===== src/rtl/booth_pkg.sv =====
// booth_pkg: shared types, defaults and helpers for the Booth accumulate stage.
//   acc_state_e  : accumulate FSM states (StAccum, StLast)
//   sext_product : sign-extends a src_w-bit product held in a MaxAccW-bit word
//   acc_max/min  : signed extremes of a w-bit accumulator, MaxAccW-bit encoded
package booth_pkg;

   // Widest accumulator the helpers support; callers truncate to ACC_WIDTH.
   localparam int unsigned MaxAccW = 64;

   localparam int unsigned WidthDef    = 8;
   localparam int unsigned AccLenDef   = 4;
   localparam int unsigned AccWidthDef = 2 * WidthDef + $clog2(AccLenDef);

   typedef enum logic {
      StAccum,
      StLast
   } acc_state_e;

   function automatic logic [MaxAccW-1:0] sext_product(input logic [MaxAccW-1:0] val,
                                                       input int unsigned        src_w);
      logic signed [MaxAccW-1:0] tmp;
      // Park the product's sign bit at the MSB, then shift back arithmetically.
      tmp = signed'(val << (MaxAccW - src_w));
      return tmp >>> (MaxAccW - src_w);
   endfunction

   function automatic logic [MaxAccW-1:0] acc_max(input int unsigned w);
      return (MaxAccW'(1) << (w - 1)) - MaxAccW'(1);
   endfunction

   function automatic logic [MaxAccW-1:0] acc_min(input int unsigned w);
      return ~acc_max(w);
   endfunction

   localparam logic [AccWidthDef-1:0] AccMaxDef = AccWidthDef'(acc_max(AccWidthDef));
   localparam logic [AccWidthDef-1:0] AccMinDef = AccWidthDef'(acc_min(AccWidthDef));

endpackage


===== src/rtl/booth_sat_add.sv =====
// booth_sat_add: combinational signed adder for the accumulate stage.
// Build option BOOTH_ACC_SAT_EN: defined -> result clamps to the signed Width range and
// ovf_o flags the clamp; undefined -> result wraps and ovf_o is 0.
//   a_i, b_i : signed addends (Width bits)
//   sum_o    : signed sum (Width bits)
//   ovf_o    : result was clamped
module booth_sat_add
   import booth_pkg::*;
#(
   parameter int unsigned Width = 16
) (
   input  logic [Width-1:0] a_i,
   input  logic [Width-1:0] b_i,
   output logic [Width-1:0] sum_o,
   output logic             ovf_o
);

   logic [Width-1:0] raw_sum;

   assign raw_sum = a_i + b_i;

`ifdef BOOTH_ACC_SAT_EN
   localparam logic [Width-1:0] SumMax = Width'(acc_max(Width));
   localparam logic [Width-1:0] SumMin = Width'(acc_min(Width));

   logic ovf;

   // Overflow only when both addends share a sign the result does not.
   assign ovf = (a_i[Width-1] == b_i[Width-1]) && (raw_sum[Width-1] != a_i[Width-1]);

   always_comb begin
      sum_o = raw_sum;
      if (ovf) begin
         sum_o = a_i[Width-1] ? SumMin : SumMax;
      end
   end

   assign ovf_o = ovf;
`else
   assign sum_o = raw_sum;
   assign ovf_o = 1'b0;
`endif

endmodule


===== src/rtl/booth_acc_stage.sv =====
// booth_acc_stage: sums groups of ACC_LEN signed products from the Booth multiplier and
// presents each group sum through a one-deep registered valid/ready output.
// Build option BOOTH_ACC_SAT_EN: saturating accumulation with sticky out_ovf_o.
//   clk_i, rst_ni             : clock, synchronous active-low reset
//   in_valid_i/in_ready_o     : product handshake, in_product_i signed 2*WIDTH
//   flush_i                   : discard the partial group (output register kept)
//   out_valid_o/out_ready_i   : sum handshake, out_sum_o signed ACC_WIDTH
//   out_ovf_o                 : group sum was clamped (0 without saturation)
//   busy_o                    : partial group in progress
module booth_acc_stage
   import booth_pkg::*;
#(
   parameter int unsigned WIDTH     = WidthDef,
   parameter int unsigned ACC_LEN   = AccLenDef,
   parameter int unsigned ACC_WIDTH = 2 * WIDTH + $clog2(ACC_LEN)
) (
   input  logic                 clk_i,
   input  logic                 rst_ni,
   input  logic                 in_valid_i,
   output logic                 in_ready_o,
   input  logic [2*WIDTH-1:0]   in_product_i,
   input  logic                 flush_i,
   output logic                 out_valid_o,
   input  logic                 out_ready_i,
   output logic [ACC_WIDTH-1:0] out_sum_o,
   output logic                 out_ovf_o,
   output logic                 busy_o
);

   localparam int unsigned ProdW = 2 * WIDTH;
   localparam int unsigned CntW  = $clog2(ACC_LEN);
   localparam logic [CntW-1:0] CntPreLast = CntW'(ACC_LEN - 2);

   acc_state_e           state_q, state_d;
   logic [CntW-1:0]      count_q, count_d;
   logic [ACC_WIDTH-1:0] acc_q, acc_d;
   logic [ACC_WIDTH-1:0] out_sum_q, out_sum_d;
   logic                 out_valid_q, out_valid_d;
   logic [ACC_WIDTH-1:0] in_ext, add_sum, acc_next;
   logic                 add_ovf, accept;

`ifdef BOOTH_ACC_SAT_EN
   logic sticky_q, sticky_d;
   logic out_ovf_q, out_ovf_d;
`else
   logic unused_add_ovf;
   assign unused_add_ovf = add_ovf;
`endif

   assign in_ext = ACC_WIDTH'(sext_product(MaxAccW'(in_product_i), ProdW));

   booth_sat_add #(
      .Width (ACC_WIDTH)
   ) u_add (
      .a_i   (acc_q),
      .b_i   (in_ext),
      .sum_o (add_sum),
      .ovf_o (add_ovf)
   );

`ifdef BOOTH_ACC_SAT_EN
   // A clamped accumulator holds its value until the group closes.
   assign acc_next = sticky_q ? acc_q : add_sum;
`else
   assign acc_next = add_sum;
`endif

   // Only the closing beat can stall, and only when the held sum is not leaving.
   assign in_ready_o = !((state_q == StLast) && out_valid_q && !out_ready_i);
   assign accept     = in_valid_i && in_ready_o;

   always_comb begin
      state_d     = state_q;
      count_d     = count_q;
      acc_d       = acc_q;
      out_sum_d   = out_sum_q;
      out_valid_d = out_valid_q;
`ifdef BOOTH_ACC_SAT_EN
      sticky_d    = sticky_q;
      out_ovf_d   = out_ovf_q;
`endif

      if (out_valid_q && out_ready_i) begin
         out_valid_d = 1'b0;
      end

      if (flush_i) begin
         // Flush beats any same-cycle accept, including a closing one.
         state_d  = StAccum;
         count_d  = '0;
         acc_d    = '0;
`ifdef BOOTH_ACC_SAT_EN
         sticky_d = 1'b0;
`endif
      end else if (accept) begin
         unique case (state_q)
            StAccum: begin
               acc_d   = acc_next;
               count_d = count_q + CntW'(1);
               if (count_q == CntPreLast) begin
                  state_d = StLast;
               end
`ifdef BOOTH_ACC_SAT_EN
               sticky_d = sticky_q | add_ovf;
`endif
            end
            StLast: begin
               out_sum_d   = acc_next;
               out_valid_d = 1'b1;
               acc_d       = '0;
               count_d     = '0;
               state_d     = StAccum;
`ifdef BOOTH_ACC_SAT_EN
               out_ovf_d   = sticky_q | add_ovf;
               sticky_d    = 1'b0;
`endif
            end
            default: ;
         endcase
      end
   end

   always_ff @(posedge clk_i) begin
      if (!rst_ni) begin
         state_q     <= StAccum;
         count_q     <= '0;
         acc_q       <= '0;
         out_sum_q   <= '0;
         out_valid_q <= 1'b0;
`ifdef BOOTH_ACC_SAT_EN
         sticky_q    <= 1'b0;
         out_ovf_q   <= 1'b0;
`endif
      end else begin
         state_q     <= state_d;
         count_q     <= count_d;
         acc_q       <= acc_d;
         out_sum_q   <= out_sum_d;
         out_valid_q <= out_valid_d;
`ifdef BOOTH_ACC_SAT_EN
         sticky_q    <= sticky_d;
         out_ovf_q   <= out_ovf_d;
`endif
      end
   end

   assign out_valid_o = out_valid_q;
   assign out_sum_o   = out_sum_q;
   assign busy_o      = (count_q != '0);
`ifdef BOOTH_ACC_SAT_EN
   assign out_ovf_o   = out_ovf_q;
`else
   assign out_ovf_o   = 1'b0;
`endif

endmodule


===== config.mk =====
export PLATFORM = sky130hd
export DESIGN_NAME = booth_acc_stage
export DESIGN_NICKNAME = d
export VERILOG_FILES = /design/src/rtl/booth_pkg.sv /design/src/rtl/booth_sat_add.sv /design/src/rtl/booth_acc_stage.sv
export SDC_FILE = /design/constraint.sdc
export NUM_CORES = 1
export LEC_CHECK = 0
export ABC_CLOCK_PERIOD_IN_PS = 3200
export BUFFER_PORTS_ARGS = -buffer_cell sky130_fd_sc_hd__buf_2
export CORE_MARGIN = 5
export CORE_UTILIZATION = 40
export DETAILED_ROUTE_END_ITERATION = 10
export PLACE_DENSITY = 0.68
export SYNTH_ARGS = -nofsm -noshare
export SYNTH_HDL_FRONTEND = slang
export SYNTH_SLANG_ARGS = --single-unit

===== constraint.sdc =====
create_clock -name clk_i -period 3.2 [get_ports clk_i]
set_clock_uncertainty 0.2 [all_clocks]
set_input_delay 0.16 -clock clk_i [delete_from_list [all_inputs] [get_ports clk_i]]
set_output_delay 0.16 -clock clk_i [all_outputs]
set_load 0.02 [all_outputs]

* Word level (Yosys, flattened, before mapping) *
Index checks and enable logic that the tools add are counted.

operators by class
  $add $sub $neg = 2
  equality and inequality tests = 1
  muxes and demuxes = 8
  bitwise operators = 3
  reduce and logical (&&, ||, !) cells = 9

operator list
  kind                                                           count
  18-bit one-hot mux with 2 select lines                         1
  18-bit adder                                                   1
  1-bit 2-to-1 mux                                               5
  1-bit logical AND                                              4
  2-bit one-hot mux with 2 select lines                          1
  1-bit NOT                                                      3
  3-bit AND reduction                                            1
  2-bit by 1-bit adder with 2-bit output, second input constant  1
  2-bit == test, second input constant                           1
  1-bit logical NOT                                              2
  1-bit one-hot mux with 2 select lines                          1
  2-bit nonzero test                                             1
  2-bit OR reduction                                             1

word-level totals
  register bits = 40
  word-level logic and storage cells = 28

* Logic depth before layout (Yosys ltp) *
  word-level depth = 6
  mapped depth = 9
  gate-level depth less buffers = 9

* Modules after synthesis *
A second synthesis with hierarchy kept.

second synthesis, totals
  cells, all modules = 316
  area total of the unflattened synthesis = 2521.2 um2

modules (own cells, without submodules)
  module           times used  cells an instance  area an instance (um2)
  booth_acc_stage  1           185                1591.5
  booth_sat_add    1           131                929.6

* Worst setup path after synthesis *
Ideal clock, no wire load.

  path type = reg-to-reg
  start = register acc_q[0]
  end = register acc_q[16]
  library setup time = 0.117 ns
  arrival time = 2.346 ns
  path slack = 0.537 ns
  stages on the path, launching flop included = 10
  clock period less this slack = 2.663 ns
  cell sequence = dfxtp_1 ha_1 fa_1 a21o_1 a221oi_2 o211ai_2 o2111a_1 a211oi_2 xnor2_1 a22o_1

between the ends
  cells in the longest elaborated chain, start to end = 2

RTL lines
  item                                    line                    RTL
  from (decl)                             booth_acc_stage.sv:36   logic [ACC_WIDTH-1:0] acc_q, acc_d;
  from (signal assigned)                  booth_acc_stage.sv:127  acc_q <= '0;
  from (signal assigned)                  booth_acc_stage.sv:137  acc_q <= acc_d;
  18-bit adder                            booth_sat_add.sv:20     assign raw_sum = a_i + b_i;
  18-bit one-hot mux with 2 select lines  booth_acc_stage.sv:96   unique case (state_q)

Every way passes these cells.
A chain may end at the register's enable or synchronous reset.

* Worst setup path in the final report *
Ends and elaborated chain as after synthesis.

==> results.md <==
- Status: finished, final reports clean
- Final nets: between 300 and 400
- Initial Utilization: 41.55%
- Slew margin rel.: ~64%
- Total number of vias: a little over 2000
- CTS HTree Levels: 2
- Final Wtd Congestion: 0.7917
- Synthesized Nets: roughly 310
- CTS sink count: 40
- Largest vdd supply drop: 0.0002425 V
- Main combinational cell family by area after synthesis: compound AO/OA/AOI/OAI gates
- Finished Core Util: between 40% and 50%
- Share of layout cells above drive strength 1: approximately 20%
- Post-synthesis xor/xnor area fraction: around 5.7%
- Post-synthesis adder-cell area fraction: about 11%
- Power per Cell Area: approximately 450 nW/um2
- Leakage: roughly 1.2 nW
- Worst min path class: primary input to flop
- DR vias/cell: 5.352
- Register-to-Register Setup Slack: around 0.28 ns
- Full die area: 7411 um2
- Max-capacitance violation count: 0
- Fin worst setup slack: between 0.2 and 0.3 ns
- Final cell count without fillers: around 380
- Crit path to: acc_q[16]
- CP arrival: between 2 and 3 ns
- Critical path peak fanout: 4
- Critical Path End Type: flop
- Number of global-route vias before repair: 1863
- Row count: 27
- RSZ-0062 raised after global routing: no
- Worst skew pair latency: 0.29 ns
- DR iter-0 viols: around 110
- CP Launch Type: flop
- Post-DR wirelength/cell: ~14 um
- Final Setup Violations: 0
- YS warnings: 0
- WL final: 5437 um
- Post-synthesis simple-gate area fraction: between 10% and 20%
- Yosys cell types: between 40 and 50
- Setup Crit Path Kind: flop to flop
- Die extent in y: between 80 and 90 um
- Fin. Hold Viols: 0
- F_max: between 0.3 and 0.4 GHz
- Mean Syn Cell Area: 8.483 um2
- Global Route Usage Sum: between 10% and 20%
- Max Slew Vio Count: 0
- Area delta synth->final: 17.88%
- Post-cts resize count: 0
- Worst R2R End: acc_q[16]
- Pin count of the biggest net entering global routing: 26
- Ant diodes: 0
- Post-synth EDFFs: 0
- Post-layout min period: approximately 3 ns
- Chip Width: 86.09 um
- Buffer levels on the longest clock path: 2
- Ys flop type: dfxtp_1
- CTS root buf: clkbuf_8
- IO Pins: between 40 and 50
- Fraction of synthesized area in multiplexers: less than 1%
- Reg-to-reg critical path startpoint: acc_q[0]
- Port-buffer cells: a little over 40
- Core Area: 5574 um2
- Initial antenna violation count: 0
- HPWL Detailed: 3978 um
- Register area share after synthesis: around 35%
- Number of antenna-violating nets in the routed design: 0
- Asr flop ratio synth: 0%
- Final worst path period share: roughly nine tenths
- FF+latch count, synth: 40
- DR DRC count: 0
- Global route overflow: 0
- Post-Place Setup Slack: approximately 0.33 ns
- Least-Margin Pin Slew: approximately 0.54 ns
- Total CTS buffers: 5
- Synth Area in Compound Gates: 24.80%
- Req. time, crit path: around 3.2 ns
- Drt first pass iters: 4
- Clock slew at reported path FFs: 0.08 ns
- CTS tree: yes
- Setup TNS: 0 ns
- First-pass GRT wire length: slightly below 9000 um
- Mapped Area: around 2300 um2
- Post-Place Cells: around 380
- Synth Instances: between 200 and 300
- CP startpoint: acc_q[0]
- Worst r2r path cells: 9
[metal layers]
metal  track usage, %  wire, um  vias to the layer above
met3            3.170       274                        8
met5                0         0                        -
met4            5.612        82                        0
met2            23.06      2422                       44
li1                 -         -                     1054
met1            19.85      2659                      949
[cell usage in the layout, fill, tap and decap left out, types with 6 or more instances in the layout]
cell type / synthesis / final
xor2_1: 6 / 6
nor2_1: 16 / 16
xnor2_1: 9 / 9
nand2b_1: 6 / 6
nor3_1: 6 / 6
buf_2: 0 / 41
nand2_1: 39 / 39
dfxtp_1: 40 / 40
nand3_1: 9 / 9
ha_1: 19 / 19
a22o_1: 9 / 9
a21oi_1: 21 / 21
o21ai_0: 10 / 10
a21boi_0: 13 / 13
[stage by stage]
stage | cell area, um2 | total power [mW] | hold slack (ns)
floorplan | 2316 | 0.6891 | 0.1138
detailed placement | 2581 | 0.7406 | 0.2538
CTS | 2730 | 1.230 | 0.003766
global route | 2730 | 1.274 | 0.02214
finish | 2730 | 1.219 | 0.01204
global placement | 2581 | 0.7383 | 0.2427
[final cells by class]
cell class	count	area, um2
inverters	4	15.01
repair buffers	47	255.2
clock buffers	5	68.82
multi-input cells	214	1440
fillers	545	2844
clock inverters	2	60.06
flip-flops and latches	40	800.8
well taps	72	90.09
[where the power goes]
part	total [mW]	internal [mW]	switching, mW
Combinational	0.209	0.0893	0.120
Sequential	0.525	0.514	0.0112
Clock	0.484	0.307	0.177
[worst min path at each step]
| stage | from | endpoint | cells after the start |
|---|---|---|---|
| after detailed placement | out_sum_o[6] | out_sum_o[6] | 2 |
| after CTS | flush_i | out_valid_o | 3 |
| final | flush_i | out_valid_o | 3 |
| after floorplan | rst_ni | out_sum_o[1] | 1 |
| after global placement | acc_q[0] | acc_q[0] | 2 |
| after global routing | flush_i | out_valid_o | 3 |
[critical path, cell delays in order (launching register included)]
cell and delay (ns):
dfxtp_1 0.32, ha_1 0.21, fa_1 0.41, a21o_1 0.23, a221oi_2 0.34, o211ai_2 0.18
o2111a_1 0.28, a211oi_2 0.29, xnor2_1 0.11, a22o_1 0.24
[logic make-up (layout without fill, tap and decap cells)]
logic type               Yosys count  in the layout
AND/OR/NAND/NOR                   96             96
XOR/XNOR                          15             15
adder cells (fa/ha/maj)           20             20
buffers and inverters             19             58
flip-flops                        40             40
AO/OA/AOI/OAI                     81             81
multiplexers                       1              1
other                              1              1
[cell usage after synthesis, drive strengths merged (2+ instances only)]
master / n / area, um2
a21boi: 13 / 97.59
clkbuf: 14 / 52.55
o21ai: 10 / 50.05
o211a: 2 / 20.02
a21oi: 21 / 105.1
xnor2: 9 / 78.83
inv: 4 / 15.01
nand2: 39 / 146.4
a22o: 9 / 78.83
a21o: 4 / 30.03
nand3: 9 / 45.04
nor2b: 3 / 18.77
a22oi: 5 / 37.54
nand2b: 6 / 37.54
and3: 4 / 26.28
nor2: 16 / 60.06
nor3: 6 / 30.03
xor2: 6 / 52.55
dfxtp: 40 / 800.8
ha: 19 / 237.7
a31o: 3 / 26.28
a31oi: 4 / 25.02
nand3b: 5 / 37.54
nand4: 3 / 18.77
[registers in the layout (all words and copies together) (netlist names)]
register,cells
acc_q,18
out_sum_o,18
count_q,2
out_valid_o,1
state_q,1
[repair_timing]
| item | CTS | global route |
|---|---|---|
| buffers inserted | 0 | 0 |
| hold buffers | 2 | 0 |
| endpoints found under the hold margin | 5 | 0 |
Note: power is estimated with default switching activity, not from simulation.
